--- src/rtl/hazard_stall_ctrl_if.sv ---
// Pipeline status in / stall-control out bundle between the 5-stage core and hazard_stall_ctrl.
// master = pipeline side (drives hazard status), slave = the stall controller.
interface hazard_stall_ctrl_if;
  logic [2:0] Rs_if_id;
  logic       Rs_valid_if_id;
  logic [2:0] Rt_if_id;
  logic       Rt_valid_if_id;
  logic [2:0] Rd_id_ex;
  logic       Rd_valid_id_ex;
  logic       WriteReg_id_ex;
  logic       MemRead_id_ex;
  logic       branch_taken_ex;
  logic       imem_busy;
  logic       dmem_busy;
  logic       halt_id;
  logic       pc_we;
  logic       if_id_we;
  logic       if_id_flush;
  logic       id_ex_bubble;
  logic       ex_mem_we;
  logic       mem_wb_bubble;
  logic       halted;
  logic [2:0] state;

  modport master (
    output Rs_if_id, Rs_valid_if_id, Rt_if_id, Rt_valid_if_id, Rd_id_ex, Rd_valid_id_ex,
           WriteReg_id_ex, MemRead_id_ex, branch_taken_ex, imem_busy, dmem_busy, halt_id,
    input  pc_we, if_id_we, if_id_flush, id_ex_bubble, ex_mem_we, mem_wb_bubble, halted, state
  );

  modport slave (
    input  Rs_if_id, Rs_valid_if_id, Rt_if_id, Rt_valid_if_id, Rd_id_ex, Rd_valid_id_ex,
           WriteReg_id_ex, MemRead_id_ex, branch_taken_ex, imem_busy, dmem_busy, halt_id,
    output pc_we, if_id_we, if_id_flush, id_ex_bubble, ex_mem_we, mem_wb_bubble, halted, state
  );
endinterface

--- src/rtl/hazard_stall_ctrl.sv ---
// Load-use / branch / memory-wait / halt stall sequencer for the 5-stage core.
// Define HAZ_PERF_CNT_EN to add saturating stall_cnt and flush_cnt outputs.
module hazard_stall_ctrl #(
  parameter int LDUSE_STALL_CYC = 1
) (
  input  logic               clk,
  input  logic               rst_n,
  hazard_stall_ctrl_if.slave hz
`ifdef HAZ_PERF_CNT_EN
  ,
  output logic [15:0]        stall_cnt,
  output logic [15:0]        flush_cnt
`endif
);

  typedef enum logic [2:0] {
    RUN   = 3'd0,
    LDUSE = 3'd1,
    DWAIT = 3'd2,
    IWAIT = 3'd3,
    HALT  = 3'd4
  } state_t;

  localparam logic [1:0] LU_LOAD = 2'(LDUSE_STALL_CYC - 1);

  state_t     state_reg, state_next;
  logic [1:0] cnt_reg, cnt_next;
  logic       redirect_pend_reg, redirect_pend_next;
  logic       halted_reg, halted_next;
  logic       lu, run_eval;
  logic       pc_we_c, if_id_we_c, if_id_flush_c, id_ex_bubble_c, ex_mem_we_c, mem_wb_bubble_c;

  assign lu = hz.MemRead_id_ex & hz.WriteReg_id_ex & hz.Rd_valid_id_ex &
              ((hz.Rs_valid_if_id & (hz.Rs_if_id == hz.Rd_id_ex)) |
               (hz.Rt_valid_if_id & (hz.Rt_if_id == hz.Rd_id_ex)));

  always_comb begin
    pc_we_c            = 1'b1;
    if_id_we_c         = 1'b1;
    if_id_flush_c      = 1'b0;
    id_ex_bubble_c     = 1'b0;
    ex_mem_we_c        = 1'b1;
    mem_wb_bubble_c    = 1'b0;
    state_next         = state_reg;
    cnt_next           = cnt_reg;
    redirect_pend_next = redirect_pend_reg;
    halted_next        = halted_reg;
    run_eval           = 1'b0;

    case (state_reg)
      RUN: run_eval = 1'b1;
      LDUSE: begin
        if (hz.dmem_busy) begin
          pc_we_c         = 1'b0;
          if_id_we_c      = 1'b0;
          ex_mem_we_c     = 1'b0;
          mem_wb_bubble_c = 1'b1;
          state_next      = DWAIT;
        end else if (cnt_reg == 2'd0) begin
          run_eval = 1'b1;
        end else begin
          pc_we_c        = 1'b0;
          if_id_we_c     = 1'b0;
          id_ex_bubble_c = 1'b1;
          cnt_next       = cnt_reg - 2'd1;
        end
      end
      DWAIT: begin
        if (hz.dmem_busy) begin
          pc_we_c         = 1'b0;
          if_id_we_c      = 1'b0;
          ex_mem_we_c     = 1'b0;
          mem_wb_bubble_c = 1'b1;
        end else if (cnt_reg != 2'd0) begin
          // A nonzero counter means the wait interrupted a load-use stall: resume it.
          pc_we_c        = 1'b0;
          if_id_we_c     = 1'b0;
          id_ex_bubble_c = 1'b1;
          cnt_next       = cnt_reg - 2'd1;
          state_next     = LDUSE;
        end else begin
          run_eval = 1'b1;
        end
      end
      IWAIT: begin
        if (hz.imem_busy) begin
          pc_we_c       = 1'b0;
          if_id_we_c    = 1'b0;
          if_id_flush_c = 1'b1;
          if (hz.dmem_busy) begin
            ex_mem_we_c     = 1'b0;
            mem_wb_bubble_c = 1'b1;
          end
          if (hz.branch_taken_ex) begin
            id_ex_bubble_c     = 1'b1;
            redirect_pend_next = 1'b1;
          end
        end else if (redirect_pend_reg) begin
          // The fetch that just returned is wrong-path; drop it and fetch the target.
          if_id_flush_c      = 1'b1;
          redirect_pend_next = 1'b0;
          state_next         = RUN;
        end else begin
          run_eval = 1'b1;
        end
      end
      HALT: begin
        pc_we_c        = 1'b0;
        if_id_we_c     = 1'b0;
        id_ex_bubble_c = 1'b1;
      end
      default: state_next = RUN;
    endcase

    if (run_eval) begin
      state_next = RUN;
      if (hz.dmem_busy) begin
        pc_we_c         = 1'b0;
        if_id_we_c      = 1'b0;
        ex_mem_we_c     = 1'b0;
        mem_wb_bubble_c = 1'b1;
        state_next      = DWAIT;
      end else if (hz.branch_taken_ex) begin
        if_id_flush_c  = 1'b1;
        id_ex_bubble_c = 1'b1;
      end else if (lu) begin
        pc_we_c        = 1'b0;
        if_id_we_c     = 1'b0;
        id_ex_bubble_c = 1'b1;
        cnt_next       = LU_LOAD;
        state_next     = LDUSE;
      end else if (hz.halt_id) begin
        pc_we_c        = 1'b0;
        if_id_we_c     = 1'b0;
        id_ex_bubble_c = 1'b1;
        halted_next    = 1'b1;
        state_next     = HALT;
      end else if (hz.imem_busy) begin
        pc_we_c       = 1'b0;
        if_id_we_c    = 1'b0;
        if_id_flush_c = 1'b1;
        state_next    = IWAIT;
      end
    end
  end

  always_ff @(posedge clk or negedge rst_n) begin
    if (!rst_n) begin
      state_reg         <= RUN;
      cnt_reg           <= 2'd0;
      redirect_pend_reg <= 1'b0;
      halted_reg        <= 1'b0;
    end else begin
      state_reg         <= state_next;
      cnt_reg           <= cnt_next;
      redirect_pend_reg <= redirect_pend_next;
      halted_reg        <= halted_next;
    end
  end

  // Reset holds the whole pipe with NOPs in every bubble slot.
  assign hz.pc_we         = rst_n & pc_we_c;
  assign hz.if_id_we      = rst_n & if_id_we_c;
  assign hz.ex_mem_we     = rst_n & ex_mem_we_c;
  assign hz.if_id_flush   = ~rst_n | if_id_flush_c;
  assign hz.id_ex_bubble  = ~rst_n | id_ex_bubble_c;
  assign hz.mem_wb_bubble = ~rst_n | mem_wb_bubble_c;
  assign hz.halted        = halted_reg;
  assign hz.state         = state_reg;

`ifdef HAZ_PERF_CNT_EN
  logic [15:0] stall_cnt_reg, flush_cnt_reg;
  logic        flush_evt;

  // Only a taken-branch flush asserts flush and bubble together.
  assign flush_evt = if_id_flush_c & id_ex_bubble_c;

  always_ff @(posedge clk or negedge rst_n) begin
    if (!rst_n) begin
      stall_cnt_reg <= 16'd0;
      flush_cnt_reg <= 16'd0;
    end else begin
      if (!pc_we_c && state_reg != HALT && stall_cnt_reg != 16'hFFFF)
        stall_cnt_reg <= stall_cnt_reg + 16'd1;
      if (flush_evt && flush_cnt_reg != 16'hFFFF)
        flush_cnt_reg <= flush_cnt_reg + 16'd1;
    end
  end

  assign stall_cnt = stall_cnt_reg;
  assign flush_cnt = flush_cnt_reg;
`endif

endmodule

--- src/flat_wrapper.sv ---
// flat-port wrapper written by rule: the top's interface ports become plain ports
module hazard_stall_ctrl_flat 
#(
  parameter int LDUSE_STALL_CYC = 1
)
  (clk, rst_n, hz_Rs_if_id, hz_Rs_valid_if_id, hz_Rt_if_id, hz_Rt_valid_if_id, hz_Rd_id_ex, hz_Rd_valid_id_ex, hz_WriteReg_id_ex, hz_MemRead_id_ex, hz_branch_taken_ex, hz_imem_busy, hz_dmem_busy, hz_halt_id, hz_pc_we, hz_if_id_we, hz_if_id_flush, hz_id_ex_bubble, hz_ex_mem_we, hz_mem_wb_bubble, hz_halted, hz_state);
  hazard_stall_ctrl_if hz_i ();
  input  logic clk;
  input  logic rst_n;
  input wire logic [$bits(hz_i.Rs_if_id)-1:0] hz_Rs_if_id;
  input wire logic [$bits(hz_i.Rs_valid_if_id)-1:0] hz_Rs_valid_if_id;
  input wire logic [$bits(hz_i.Rt_if_id)-1:0] hz_Rt_if_id;
  input wire logic [$bits(hz_i.Rt_valid_if_id)-1:0] hz_Rt_valid_if_id;
  input wire logic [$bits(hz_i.Rd_id_ex)-1:0] hz_Rd_id_ex;
  input wire logic [$bits(hz_i.Rd_valid_id_ex)-1:0] hz_Rd_valid_id_ex;
  input wire logic [$bits(hz_i.WriteReg_id_ex)-1:0] hz_WriteReg_id_ex;
  input wire logic [$bits(hz_i.MemRead_id_ex)-1:0] hz_MemRead_id_ex;
  input wire logic [$bits(hz_i.branch_taken_ex)-1:0] hz_branch_taken_ex;
  input wire logic [$bits(hz_i.imem_busy)-1:0] hz_imem_busy;
  input wire logic [$bits(hz_i.dmem_busy)-1:0] hz_dmem_busy;
  input wire logic [$bits(hz_i.halt_id)-1:0] hz_halt_id;
  output wire logic [$bits(hz_i.pc_we)-1:0] hz_pc_we;
  output wire logic [$bits(hz_i.if_id_we)-1:0] hz_if_id_we;
  output wire logic [$bits(hz_i.if_id_flush)-1:0] hz_if_id_flush;
  output wire logic [$bits(hz_i.id_ex_bubble)-1:0] hz_id_ex_bubble;
  output wire logic [$bits(hz_i.ex_mem_we)-1:0] hz_ex_mem_we;
  output wire logic [$bits(hz_i.mem_wb_bubble)-1:0] hz_mem_wb_bubble;
  output wire logic [$bits(hz_i.halted)-1:0] hz_halted;
  output wire logic [$bits(hz_i.state)-1:0] hz_state;
  assign hz_i.Rs_if_id = hz_Rs_if_id;
  assign hz_i.Rs_valid_if_id = hz_Rs_valid_if_id;
  assign hz_i.Rt_if_id = hz_Rt_if_id;
  assign hz_i.Rt_valid_if_id = hz_Rt_valid_if_id;
  assign hz_i.Rd_id_ex = hz_Rd_id_ex;
  assign hz_i.Rd_valid_id_ex = hz_Rd_valid_id_ex;
  assign hz_i.WriteReg_id_ex = hz_WriteReg_id_ex;
  assign hz_i.MemRead_id_ex = hz_MemRead_id_ex;
  assign hz_i.branch_taken_ex = hz_branch_taken_ex;
  assign hz_i.imem_busy = hz_imem_busy;
  assign hz_i.dmem_busy = hz_dmem_busy;
  assign hz_i.halt_id = hz_halt_id;
  assign hz_pc_we = hz_i.pc_we;
  assign hz_if_id_we = hz_i.if_id_we;
  assign hz_if_id_flush = hz_i.if_id_flush;
  assign hz_id_ex_bubble = hz_i.id_ex_bubble;
  assign hz_ex_mem_we = hz_i.ex_mem_we;
  assign hz_mem_wb_bubble = hz_i.mem_wb_bubble;
  assign hz_halted = hz_i.halted;
  assign hz_state = hz_i.state;
  hazard_stall_ctrl #(.LDUSE_STALL_CYC(LDUSE_STALL_CYC)) u_core (.clk(clk), .rst_n(rst_n), .hz(hz_i));
endmodule
--- config.mk ---
export PLATFORM = sky130hd
export DESIGN_NAME = hazard_stall_ctrl_flat
export DESIGN_NICKNAME = d
export VERILOG_FILES = /design/src/rtl/hazard_stall_ctrl_if.sv /design/src/rtl/hazard_stall_ctrl.sv /design/src/flat_wrapper.sv
export SDC_FILE = /design/constraint.sdc
export NUM_CORES = 1
export LEC_CHECK = 0
export ABC_AREA = 1
export BUFFER_PORTS_ARGS = -buffer_cell sky130_fd_sc_hd__buf_4
export CAP_MARGIN = 20
export CORE_MARGIN = 4
export CORE_UTILIZATION = 48
export CTS_BUF_LIST = sky130_fd_sc_hd__clkbuf_8
export CTS_CLUSTER_SIZE = 25
export DETAILED_ROUTE_END_ITERATION = 10
export GPL_TIMING_DRIVEN = 0
export PLACE_DENSITY_LB_ADDON = 0.3
export SYNTH_ARGS = -nofsm -noshare
export SYNTH_HDL_FRONTEND = slang
export SYNTH_SLANG_ARGS = --single-unit
--- constraint.sdc ---
create_clock -name clk -period 1.4 [get_ports clk]
set_input_delay 0 -clock clk [delete_from_list [all_inputs] [get_ports clk]]
set_output_delay 0 -clock clk [all_outputs]
set_load 0.05 [all_outputs]
# ---- Word-level counts from Yosys, hierarchy flattened
# Cells that the tools add are included.
dict set report totals {
  reg_bits 7
  elab_cells 110
  out_inout_bits 10
  input_bits 20
}
dict set report op_classes {
  n_mux 69
  reduce_logical 8
  bitwise_logic 15
  n_eq_ne 13
  addsub 1
}
# op count
set op_table {}
lappend op_table {{1-bit two-way mux} 43}
lappend op_table {{3-bit two-way mux} 10}
lappend op_table {{2-bit two-way mux} 9}
lappend op_table {{1-bit one-hot mux with 4 select lines} 3}
lappend op_table {{3-bit one-hot mux with 4 select lines} 1}
lappend op_table {{3-bit by 2-bit inequality test with 1-bit output (second input constant)} 3}
lappend op_table {{1-bit bitwise AND} 7}
lappend op_table {{3-bit by 2-bit equality test with 1-bit output (second input constant)} 2}
lappend op_table {{3-bit equality test} 2}
lappend op_table {{3-bit by 1-bit inequality test with 1-bit output (second input constant)} 2}
lappend op_table {{6-bit AND reduction} 1}
lappend op_table {{5-bit AND reduction} 1}
lappend op_table {{1-bit inverter} 4}
lappend op_table {{1-bit OR} 4}
lappend op_table {{1-bit one-hot mux with 2 select lines} 2}
lappend op_table {{2-bit one-hot mux with 2 select lines} 1}
lappend op_table {{2-bit OR reduction} 2}
lappend op_table {{3-bit by 1-bit equality test with 1-bit output (second input constant)} 1}
lappend op_table {{3-bit equality test (second input constant)} 1}
lappend op_table {{3-bit logical NOT} 1}
lappend op_table {{2-bit logical NOT} 1}
lappend op_table {{2-bit by 1-bit inequality test with 1-bit output (second input constant)} 1}
lappend op_table {{2-bit inequality test (second input constant)} 1}
lappend op_table {{2-bit AND reduction} 1}
lappend op_table {{2 further kinds} 2}

# ---- Depth between registers and ports, before layout
dict set report logic_depth {
  word_depth 11
  depth_mapped 12
}

# ---- Least setup slack after synthesis
# Ideal clock, no wire load.
dict set report synth_path {
  kind {register to output}
  startpoint {register u_core.state_reg[2] (netlist: u_core.hz.state[2])}
  endpoint {output port hz_pc_we}
  t_arrival_ns 2.517
  n_path_buf 1
  slack_ns -1.117
  path_stages_with_launch 9
  path_cell_list {dfrtp_1 inv_2 nand3_1 nand2_2 or2_1 o22ai_2 nand2_1 a21oi_1 buf_4}
}
dict set report synth_via {
  elab_chain_len 9
  word_cells_on_any_way 14
  cone_classes {eq/ne: 4; mux: 8; bitwise: 1; reduce/logical: 1}
}
# element line_no
set synth_lines {}
lappend synth_lines {{from (decl)} hazard_stall_ctrl.sv:26} ;# state_t state_reg, state_next;
lappend synth_lines {{from (signal assigned)} hazard_stall_ctrl.sv:154} ;# state_reg <= state_next;
lappend synth_lines {{3-bit equality test, or another cell as far along} -}
lappend synth_lines {{1-bit one-hot mux with 4 select lines} -}
lappend synth_lines {{1-bit two-way mux (5 in a row)} -}
lappend synth_lines {{1-bit two-way mux (*)} -}
lappend synth_lines {{1-bit bitwise AND (*)} -}
lappend synth_lines {{to (decl)} flat_wrapper.sv:22} ;# output wire logic [$bits(hz_i.pc_we)-1:0] hz_pc_we;
# Mark *: on every way between the ends. The rest lies on a longest branch, timed or not.

# ---- Worst setup path after layout
dict set report layout_path {
  startpoint {register u_core.state_reg[1] (netlist: u_core.hz.state[1])}
  endpoint {output port hz_id_ex_bubble}
}
dict set report layout_via {
  elab_chain_len 8
  word_cells_on_any_way 13
  cone_classes {eq/ne: 4; mux: 7; bitwise: 1; reduce/logical: 1}
}
# element line_no
set layout_lines {}
lappend layout_lines {{3-bit equality test, or another cell as far along} hazard_stall_ctrl.sv:50} ;# case (state_reg)
lappend layout_lines {{1-bit one-hot mux with 4 select lines} hazard_stall_ctrl.sv:50}
lappend layout_lines {{1-bit two-way mux} hazard_stall_ctrl.sv:132} ;# end else if (hz.halt_id) begin
lappend layout_lines {{1-bit two-way mux} hazard_stall_ctrl.sv:126} ;# end else if (lu) begin
lappend layout_lines {{1-bit two-way mux} hazard_stall_ctrl.sv:123} ;# end else if (hz.branch_taken_ex) begin
lappend layout_lines {{1-bit two-way mux} hazard_stall_ctrl.sv:117} ;# if (hz.dmem_busy) begin
lappend layout_lines {{1-bit two-way mux (*)} hazard_stall_ctrl.sv:115} ;# if (run_eval) begin
lappend layout_lines {{1-bit OR (*)} hazard_stall_ctrl.sv:166} ;# assign hz.id_ex_bubble = ~rst_n | id_ex_bubble_c;
lappend layout_lines {{to (decl)} flat_wrapper.sv:25} ;# output wire logic [$bits(hz_i.id_ex_bubble)-1:0] hz_id_ex_bubble;
# Marked as above.

==> flow_metrics.env <==
export IMPL_reg2reg_to="u_core.hz.state[2]"
export IMPL_worst_pin_slew_ns=0.2968
export IMPL_syn_area_um2=698.2
export IMPL_p_leak_nw=0.6756
export IMPL_power_density_nw_per_um2=2137
export IMPL_syn_nets=147
export IMPL_die_w_um=46.14
export IMPL_worst_r2r_path_depth=9
export IMPL_start_kind="flip-flop"
export IMPL_setup_tns_final_ns=-3.251
export IMPL_synthCells=127
export IMPL_core_um2=1334
export IMPL_largest_register_ffs=3
export IMPL_avgSynthCellArea_um2=5.497
export IMPL_worstPathRequired_ns=1.40
export IMPL_areaGrowthSynthToFinish_pct=75.99
export IMPL_htreeDepth=1
export IMPL_seq_area_frac_synth=0.2509
export IMPL_ff_latch_area_um2=180.2
export IMPL_fp_row_count=13
export IMPL_dr_pass1_iters=4
export IMPL_cts_sinks=7
export IMPL_grt_first_pass_wirelength_um=4064
export IMPL_finish_instance_area_um2=1229
export IMPL_cts_made_buffers=3
export IMPL_synth_warnings=0
export IMPL_clock_tree_root_cell="clkbuf_8"
export IMPL_io_pins=30
export IMPL_io_buffers=29
export IMPL_drt_iter0_drc=43
export IMPL_postPlaceCellArea_um2=1001
export IMPL_vias_per_cell=5.489
export IMPL_post_route_min_period_ns=1.775
export IMPL_slew_violations=0
export IMPL_track_usage=0.2751
export IMPL_vias=1021
export IMPL_max_freq_mhz=563.5
export IMPL_ant_nets=0
export IMPL_grt_overflow_total=0
export IMPL_crit_path_max_fanout=5
export IMPL_multiInputGateArea_um2=559.3
export IMPL_hold_path_class="in2reg"
export IMPL_fin_ws_ns=-0.3748
export IMPL_run_status="finished, violations left"
export IMPL_nNetsFinal=192
export IMPL_hold_viol=0
export IMPL_grt_max_degree=12
export IMPL_place_congestion=0.8884
export IMPL_r2r_setup_slack_ns=-0.22
export IMPL_ys_seq_elements=7
export IMPL_synthDistinctLibCells=21
export IMPL_antenna_found_initial=0
export IMPL_setup_violations=12
export IMPL_critPathKind="reg2out"
export IMPL_violations="setup timing"
export IMPL_dieArea_um2=2129
export IMPL_drive_above_1_share=0.4211
export IMPL_worstPathArrival_ns=1.77
export IMPL_endpoint_kind="output port"
export IMPL_dp_slack_ns=-0.1519
export IMPL_route_detailed_drc=0
export IMPL_clk_pin_slew_ns=0.04
export IMPL_skew_ns=0.001867
export IMPL_slew_headroom=0.8022
export IMPL_tritoncts="done"
export IMPL_die_h_um=46.14
export IMPL_grt_pass1_vias=876
export IMPL_clk_latency_ns=0.23
export IMPL_wirelength_um=2748
export IMPL_max_clock_path_buffers=2
export IMPL_crit_path_end="hz_id_ex_bubble"
export IMPL_crit_start="u_core.hz.state[1]"
export IMPL_peakVddDrop_uv=2052
export IMPL_antenna_cells=0
export IMPL_cap_violations=0
export IMPL_wl_per_cell_um=14.77
export IMPL_period_share=1.268
export IMPL_nFillCells=51
export IMPL_total_power_mw=2.625
export IMPL_dpl_hpwl_um=1560
export IMPL_rsz0062_at_grt="yes"
export IMPL_r2r_start="u_core.hz.state[1]"
export IMPL_start_util=0.5235
export IMPL_hold_depth=3
==> worst min path at each step <==
stage,start,to
floorplan,rst_n,u_core.cnt_reg[0]
global placement,rst_n,u_core.redirect_pend_reg
detailed placement,rst_n,u_core.redirect_pend_reg
CTS,hz_branch_taken_ex,u_core.redirect_pend_reg
global route,hz_branch_taken_ex,u_core.redirect_pend_reg
finish,hz_branch_taken_ex,u_core.redirect_pend_reg
==> through the flow <==
step | std cells | hold WS, ns | utilization
after floorplan | 127 | -0.2956 | -
after global placement | 171 | -0.1591 | 0.7505
after detailed placement | 171 | -0.1571 | 0.7505
after CTS | 181 | 0.07558 | 0.8612
after global routing | 186 | 0.08071 | 0.9212
final | 186 | 0.08272 | 0.9212
==> layout make-up <==
type | instances | share of cell area
tap | 15 | 0.01527
multi-input combinational | 97 | 0.4552
clock buffer | 3 | 0.03360
clock inverter | 1 | 0.003055
sequential | 7 | 0.1466
timing repair buffer | 40 | 0.2678
inverter | 22 | 0.06925
buffer | 1 | 0.009165
==> report_power, final <==
| part | internal [mW] | total, mW | switching, mW |
|---|---|---|---|
| Clock | 0.190 | 0.282 | 0.0921 |
| Combinational | 0.813 | 1.99 | 1.18 |
| Sequential | 0.263 | 0.352 | 0.0894 |
| Total | 1.27 | 2.63 | 1.36 |
==> logic make-up after synthesis <==
| kind of cell | Yosys count | share of synthesized area |
|---|---|---|
| buf+inv | 23 | 0.1290 |
| compound gates | 17 | 0.1506 |
| flops | 7 | 0.2509 |
| simple gates | 80 | 0.4695 |
==> cell usage in the layout (no fill, tap or decap), types with 2 or more instances in the layout <==
master	count
buf_6	4
clkbuf_8	3
a21oi_4	2
nor2_1	23
nand3_1	3
dfrtp_1	3
buf_8	2
buf_4	34
nand2_2	2
nand2_1	38
o21ai_0	2
nand3_4	3
nand2_4	2
inv_1	18
nor2_2	3
a21oi_1	5
dfrtp_2	4
inv_2	4
o21ai_1	2
==> per-layer routing <==
layer,GRT usage,vias up,wire [µm]
met4,0.1591,0,120
li1,-,483,-
met5,0,-,0
met3,0.05078,15,214
met1,0.3286,460,1018
met2,0.4533,63,1395
==> critical path, stage by stage, from the launching register on <==
cell     delay (ns)
dfrtp_2        0.47
nor2_2         0.14
inv_1          0.07
nor2_1         0.13
nor2_1         0.08
nand2_2        0.15
nand2_4        0.08
inv_1          0.12
o21ai_2        0.09
nand3_2        0.08
buf_8          0.14
==> cells in the mapped netlist <==
library cell / n / area share
o22ai_2: 1 / 0.018
a22oi_1: 1 / 0.011
or2_1: 1 / 0.0090
nand2_1: 39 / 0.21
nand3_1: 7 / 0.050
o21ai_1: 2 / 0.014
o21ai_0: 4 / 0.029
a221oi_1: 1 / 0.013
nor2_2: 1 / 0.0090
dfrtp_1: 7 / 0.25
nor2_1: 26 / 0.14
inv_2: 3 / 0.016
nand4_1: 1 / 0.0090
inv_1: 19 / 0.10
nor3_1: 1 / 0.0072
a21oi_2: 1 / 0.013
nand2_2: 3 / 0.027
a21oi_1: 6 / 0.043
buf_4: 1 / 0.011
and3_1: 1 / 0.0090
o21bai_1: 1 / 0.011
==> timing repair <==
action	CTS	global route
buffers inserted	5	5
setup endpoints to repair	12	12
pin swaps	5	3
gates resized for setup	15	10
hold endpoints to repair	7	0
hold buffers	1	0
(Power assumes the default switching activity.)
